### src/rtl/pipeline_fetch.sv
// Instruction-fetch stage: owns the PC, runs a single-outstanding req/ack fetch to imem,
// absorbs stalls/redirects and presents a fetched instruction or a NOP bubble to the F/D register.
// Optional feature: define FETCH_PERF_CNT_EN to add perf_fetch_cnt / perf_wait_cnt outputs.
module pipeline_fetch #(
  parameter logic [31:0] RESET_PC  = 32'h1000_0000,
  parameter logic [31:0] NOP_INSTR = 32'h0000_0033
) (
  input  logic        clk,
  input  logic        rst,
  input  logic        stallF,
  input  logic        redirect_valid,
  input  logic [31:0] redirect_pc,
  output logic        imem_req,
  output logic [31:0] imem_addr,
  input  logic        imem_ack,
  input  logic [31:0] imem_rdata,
  output logic        imem_stall,
  output logic        fetch_valid,
  output logic [31:0] Instr,
  output logic [31:0] PC,
  output logic [31:0] PC_plus4,
  output logic [6:0]  opcode,
  output logic [2:0]  funct3,
  output logic [6:0]  funct7
`ifdef FETCH_PERF_CNT_EN
  ,
  output logic [31:0] perf_fetch_cnt,
  output logic [31:0] perf_wait_cnt
`endif
);

  localparam logic [1:0] StFetch = 2'd0;
  localparam logic [1:0] StHold  = 2'd1;
  localparam logic [1:0] StDrain = 2'd2;

  logic [1:0]  state_q, state_d;
  logic [31:0] pc_q, pc_d;
  logic [31:0] tgt_q, tgt_d;
  logic [31:0] hold_q, hold_d;

  logic        req_w;
  logic [31:0] addr_w;
  logic        stall_w;
  logic        valid_w;
  logic [31:0] instr_w;
  logic [31:0] pc_w;

  always_comb begin
    state_d = state_q;
    pc_d    = pc_q;
    tgt_d   = tgt_q;
    hold_d  = hold_q;
    req_w   = 1'b0;
    addr_w  = pc_q;
    stall_w = 1'b0;
    valid_w = 1'b0;
    instr_w = NOP_INSTR;
    pc_w    = pc_q;

    unique case (state_q)
      StFetch: begin
        req_w = 1'b1;
        if (redirect_valid) begin
          if (imem_ack) begin
            pc_d = redirect_pc;
          end else begin
            // Request cannot be withdrawn; remember the target and wait for the ack.
            tgt_d   = redirect_pc;
            state_d = StDrain;
            stall_w = 1'b1;
          end
        end else if (imem_ack) begin
          valid_w = 1'b1;
          instr_w = imem_rdata;
          if (stallF) begin
            hold_d  = imem_rdata;
            state_d = StHold;
          end else begin
            pc_d = pc_q + 32'd4;
          end
        end else begin
          stall_w = 1'b1;
        end
      end

      StHold: begin
        if (redirect_valid) begin
          pc_d    = redirect_pc;
          state_d = StFetch;
        end else begin
          valid_w = 1'b1;
          instr_w = hold_q;
          if (!stallF) begin
            pc_d    = pc_q + 32'd4;
            state_d = StFetch;
          end
        end
      end

      StDrain: begin
        req_w   = 1'b1;
        stall_w = 1'b1;
        if (imem_ack) begin
          pc_d    = redirect_valid ? redirect_pc : tgt_q;
          state_d = StFetch;
        end else if (redirect_valid) begin
          tgt_d = redirect_pc;
        end
      end

      default: begin
        state_d = StFetch;
      end
    endcase

    // Reset is synchronous, so outputs must look idle during the reset cycle itself.
    if (rst) begin
      req_w   = 1'b0;
      addr_w  = RESET_PC;
      stall_w = 1'b0;
      valid_w = 1'b0;
      instr_w = NOP_INSTR;
      pc_w    = RESET_PC;
    end
  end

  always_ff @(posedge clk) begin
    if (rst) begin
      state_q <= StFetch;
      pc_q    <= RESET_PC;
      tgt_q   <= 32'h0;
      hold_q  <= NOP_INSTR;
    end else begin
      state_q <= state_d;
      pc_q    <= pc_d;
      tgt_q   <= tgt_d;
      hold_q  <= hold_d;
    end
  end

  assign imem_req    = req_w;
  assign imem_addr   = addr_w;
  assign imem_stall  = stall_w;
  assign fetch_valid = valid_w;
  assign Instr       = instr_w;
  assign PC          = pc_w;
  assign PC_plus4    = pc_w + 32'd4;
  assign opcode      = instr_w[6:0];
  assign funct3      = instr_w[14:12];
  assign funct7      = instr_w[31:25];

`ifdef FETCH_PERF_CNT_EN
  logic [31:0] fetch_cnt_q, wait_cnt_q;

  always_ff @(posedge clk) begin
    if (rst) begin
      fetch_cnt_q <= 32'h0;
      wait_cnt_q  <= 32'h0;
    end else begin
      if (valid_w && !stallF) fetch_cnt_q <= fetch_cnt_q + 32'd1;
      if (stall_w)            wait_cnt_q  <= wait_cnt_q + 32'd1;
    end
  end

  assign perf_fetch_cnt = fetch_cnt_q;
  assign perf_wait_cnt  = wait_cnt_q;
`endif

endmodule
### config.mk
export PLATFORM = sky130hd
export DESIGN_NAME = pipeline_fetch
export DESIGN_NICKNAME = d
export VERILOG_FILES = /design/src/rtl/pipeline_fetch.sv
export SDC_FILE = /design/constraint.sdc
export NUM_CORES = 1
export LEC_CHECK = 0
export BUFFER_PORTS_ARGS = -buffer_cell sky130_fd_sc_hd__buf_2
export CORE_MARGIN = 2
export CORE_UTILIZATION = 25
export CTS_CLUSTER_DIAMETER = 50
export DETAILED_ROUTE_END_ITERATION = 6
export PLACE_DENSITY_LB_ADDON = 0.15
export SETUP_SLACK_MARGIN = 0.5
export SYNTH_ARGS = -nofsm -noshare
export SYNTH_HDL_FRONTEND = slang
export SYNTH_SLANG_ARGS = --single-unit
### constraint.sdc
create_clock -name clk -period 5.8 [get_ports clk]
set_clock_uncertainty 0.15 [all_clocks]
set_input_delay 0.29 -clock clk [delete_from_list [all_inputs] [get_ports clk]]
set_output_delay 0.29 -clock clk [all_outputs]
set_load 0.02 [all_outputs]
==> flow_summary.toml <==
[critical_path]
end_kind = "output pin"
timing.critical_path.buf_inv = 1
path_cells = "nor2b_1 > ha_1 > nand3_1 > nor3_2 > nor3b_2 > nand4_1 > mux2_1 > buf_2"
rr_endpoint = "pc_q[23]"
first_element_of_the_critical_path = "pc_q[3]"
critical_path_depth = 8
crit_path_max_incr_delay_ns = 0.50
r2r_slack_ns = 3.08
r2r-start = "state_q[0]"
path_max_fanout = 6
criticalPathCategory = "flop to output pin"
timing.reg2reg.worst_path_depth = 6
worst_setup_path_start_kind = "flop"
arrival_ns = 2.91
cp-endpoint = "PC_plus4[28]"
cell_at_the_slowest_stage_of_the_critical_path = "dfxtp_1"
critical_path_required_ns = 5.36
timing.critical_path.max_delay_family = "simple AND/OR/NAND/NOR gates"

[floorplan]
fp.dieArea_sq_um = 26600
core.rowCount = 58
initial_utilization_pct = 25.3
area_inside_the_core_boundary_sq_um = 25000
ioPinCount = 217
floorplan.die.height_um = 163
die_x_um = 163

[clock_network]
clock_root_buffer = "clkbuf_16"
tritoncts = "done"
tritoncts.num_buffers = 9
post_cts_buffers = 0
clk-insertion-delay-late_ns = 0.35
cts_resized = 0
clockBufferDepth = 2
cts.clk_slew.worst_paths_ns = 0.07
cts_hold_buffers = 0
clock_tree.htree_level_count = 3
tritoncts_num_sinks = 98

[routing]
drt_drc_violations_left = 0
drt-total-wl_um = 21500
drt-wirelength-per-cell_um = 16.0
antenna_violating_nets_post_route = 0
avgViaCountPerCell = 4.79
dr.first_iter.drc_count = 374
firstDrtPassIters = 5
num_vias = 6430

[grt]
grt_overflow_total = 0
grt_first_pass_wirelength_um = 33000
grt_usage_pct = 15.7
antenna_violations_before_repair = 9
grt_start_max_net_pins = 69
number_of_global_route_vias_before_repair = 5804

[timing]
finalSetupViolations = 0
worst_pin_slew_ns = 1.16
post-route-period-util_pct = 57.8
fmax_ghz = 0.298
final.min_clock_period_ns = 3.35
final_max_slew_viol_count = 0
rsz0062_at_grt = "false"
setup_tns_ns = 0
maxSlewHeadroom_pct = 22.7
report.final.hold_viol_count = 0

[synth]
synthDominantCellAreaShare_pct = 31.0
number_of_synthesized_flops_with_an_enable_pin = 0
synth_largest_area_cell = "dfxtp_1"
synth_cells = 889
synth_sequential_area_ratio_pct = 31.0
syn_avg_cell_area_sq_um = 7.11
yosys.cell_count.top_type = "nand2_1"
asyncSetResetFlopFracSynth_pct = 0
synth.distinct_cells = 61
ys_warn_count = 0
ys_top_cells_by_area = "dfxtp_1 (31%), nand2_1 (10%), a21oi_1 (7.5%), buf_4 (6.1%), nor2_1 (4.7%)"
mappedNetlistArea_sq_um = 6320
syn_nets = 960
synth-main-ff-cell = "dfxtp_1"
synth_cell_count_leaders = "nand2_1 (173), dfxtp_1 (98), a21oi_1 (95)"
ys_ff_latch = 98

[power_and_ir_drop]
power_density_nw_per_um2 = 231
power_frac_comb_pct = 18.8
total_leakage_power_nw = 3.15
power_frac_seq_pct = 42.9
share_clk_of_total_power_pct = 38.3
netSwitchingFraction_pct = 30.9
p_total_mw = 1.76
cell_internal_pwr_mw = 1.21
power.switching_mw = 0.542
max-vdd-ir-drop_mv = 0.145

[job]
timing.max_cap.violations = 0

[finish]
finalInstanceArea_sq_um = 7590
area_growth_syn_to_layout_pct = 20.1
nFillCells = 2801
drive_above_1_share_pct = 25.8
nets = 1073

[placed_design]
detailed_place.area_sq_um = 7250
gp_congestion = 0.748
detailed_place_hpwl_um = 15000
portBuffers = 216

[min_path]
min_path_type = "primary input to flop"

[status]
run_status = "complete, no violations"
tightest hold or removal path, delay by kind of cell:
family | cells | cell delay (ns)
simple gates | 2 | 0.11
buf+inv | 1 | 0.09
power groups by stage:
stage                     Sequential, mW  Combinational, mW  Clock [mW]
after floorplan                    0.742              0.250           0
after detailed placement           0.768              0.332           0
after global placement             0.768              0.331           0
final                              0.753              0.329       0.673
after global routing               0.759              0.365       0.721
after CTS                          0.753              0.334       0.697
cells by family after synthesis:
group                      Yosys count  share of synthesized area, %
DFF                                 98                          31.0
muxes                                7                          1.19
xor gates and xnor gates            31                          4.30
and+or+nand+nor                    414                          32.1
adders and majority gates            2                         0.396
buffers and inverters              129                          11.0
AOI/OAI and AO/OA                  208                          20.0
metrics by stage:
step / utilization (%) / instances / setup WS (ns) / hold slack (ns)
2_1_floorplan: - / 889 / 2.56 / 0.217
3_3_place_gp: 29.0 / 1321 / 2.54 / 0.288
3_5_place_dp: 29.0 / 1321 / 2.47 / 0.295
4_1_cts: 30.3 / 1337 / 2.35 / 0.0141
5_1_grt: 30.3 / 1337 / 2.21 / 0.0180
6_report: 30.4 / 1342 / 2.45 / 0.0244
worst min path at each step:
stage	from	end	slack (ns)	cells past startpoint
global placement	tgt_q[27]	tgt_q[27]	0.29	2
global route	imem_rdata[0]	hold_q[0]	0.02	3
floorplan	imem_ack	state_q[1]	0.22	1
finish	imem_rdata[0]	hold_q[0]	0.02	3
CTS	imem_rdata[1]	hold_q[1]	0.01	3
detailed placement	tgt_q[21]	tgt_q[21]	0.29	2
final cells by class:
cell class | count | area (sq um) | share of cell area, %
timing repair buffer | 228 | 1170 | 15.5
clock inverter | 6 | 88.8 | 1.17
clock buffer | 10 | 239 | 3.15
multi-input combinational | 662 | 3690 | 48.6
antenna | 5 | 12.5 | 0.165
tap | 330 | 413 | 5.44
sequential | 98 | 1960 | 25.9
inverter | 3 | 11.3 | 0.148
state kept, by name (all words and copies together) (netlist names):
name	flops
hold_q	32
state_q	2
pc_q	32
tgt_q	32
layout by cell type, fill, tap and decap left out, types with 5 or more instances in the layout:
cell type    n
and2_1       6
o21ai_0     28
nand3_1     23
dfxtp_1     98
buf_2      215
a31oi_1      6
nand2b_1     8
a22oi_1     28
xor2_1      18
nand3b_1     6
a211oi_1    14
buf_4       13
nor2_1      79
nor2b_1     31
a21oi_1     95
o22ai_1      5
or3_1        7
nand4_1     20
nor3_1      19
diode_2      5
clkbuf_16    9
xnor2_1     13
and3_1      11
nand2_1    173
layer usage:
| layer | vias up | part of all wire, % | GRT usage, % |
|---|---|---|---|
| li1 | 3266 | - | - |
| met1 | 2960 | 48 | 22.0 |
| met2 | 177 | 44 | 24.1 |
| met3 | 21 | 6.4 | 4.02 |
| met4 | 6 | 1.2 | 3.94 |
| met5 | - | 0.21 | 0 |
No activity file was read; power rests on OpenSTA's default activity.
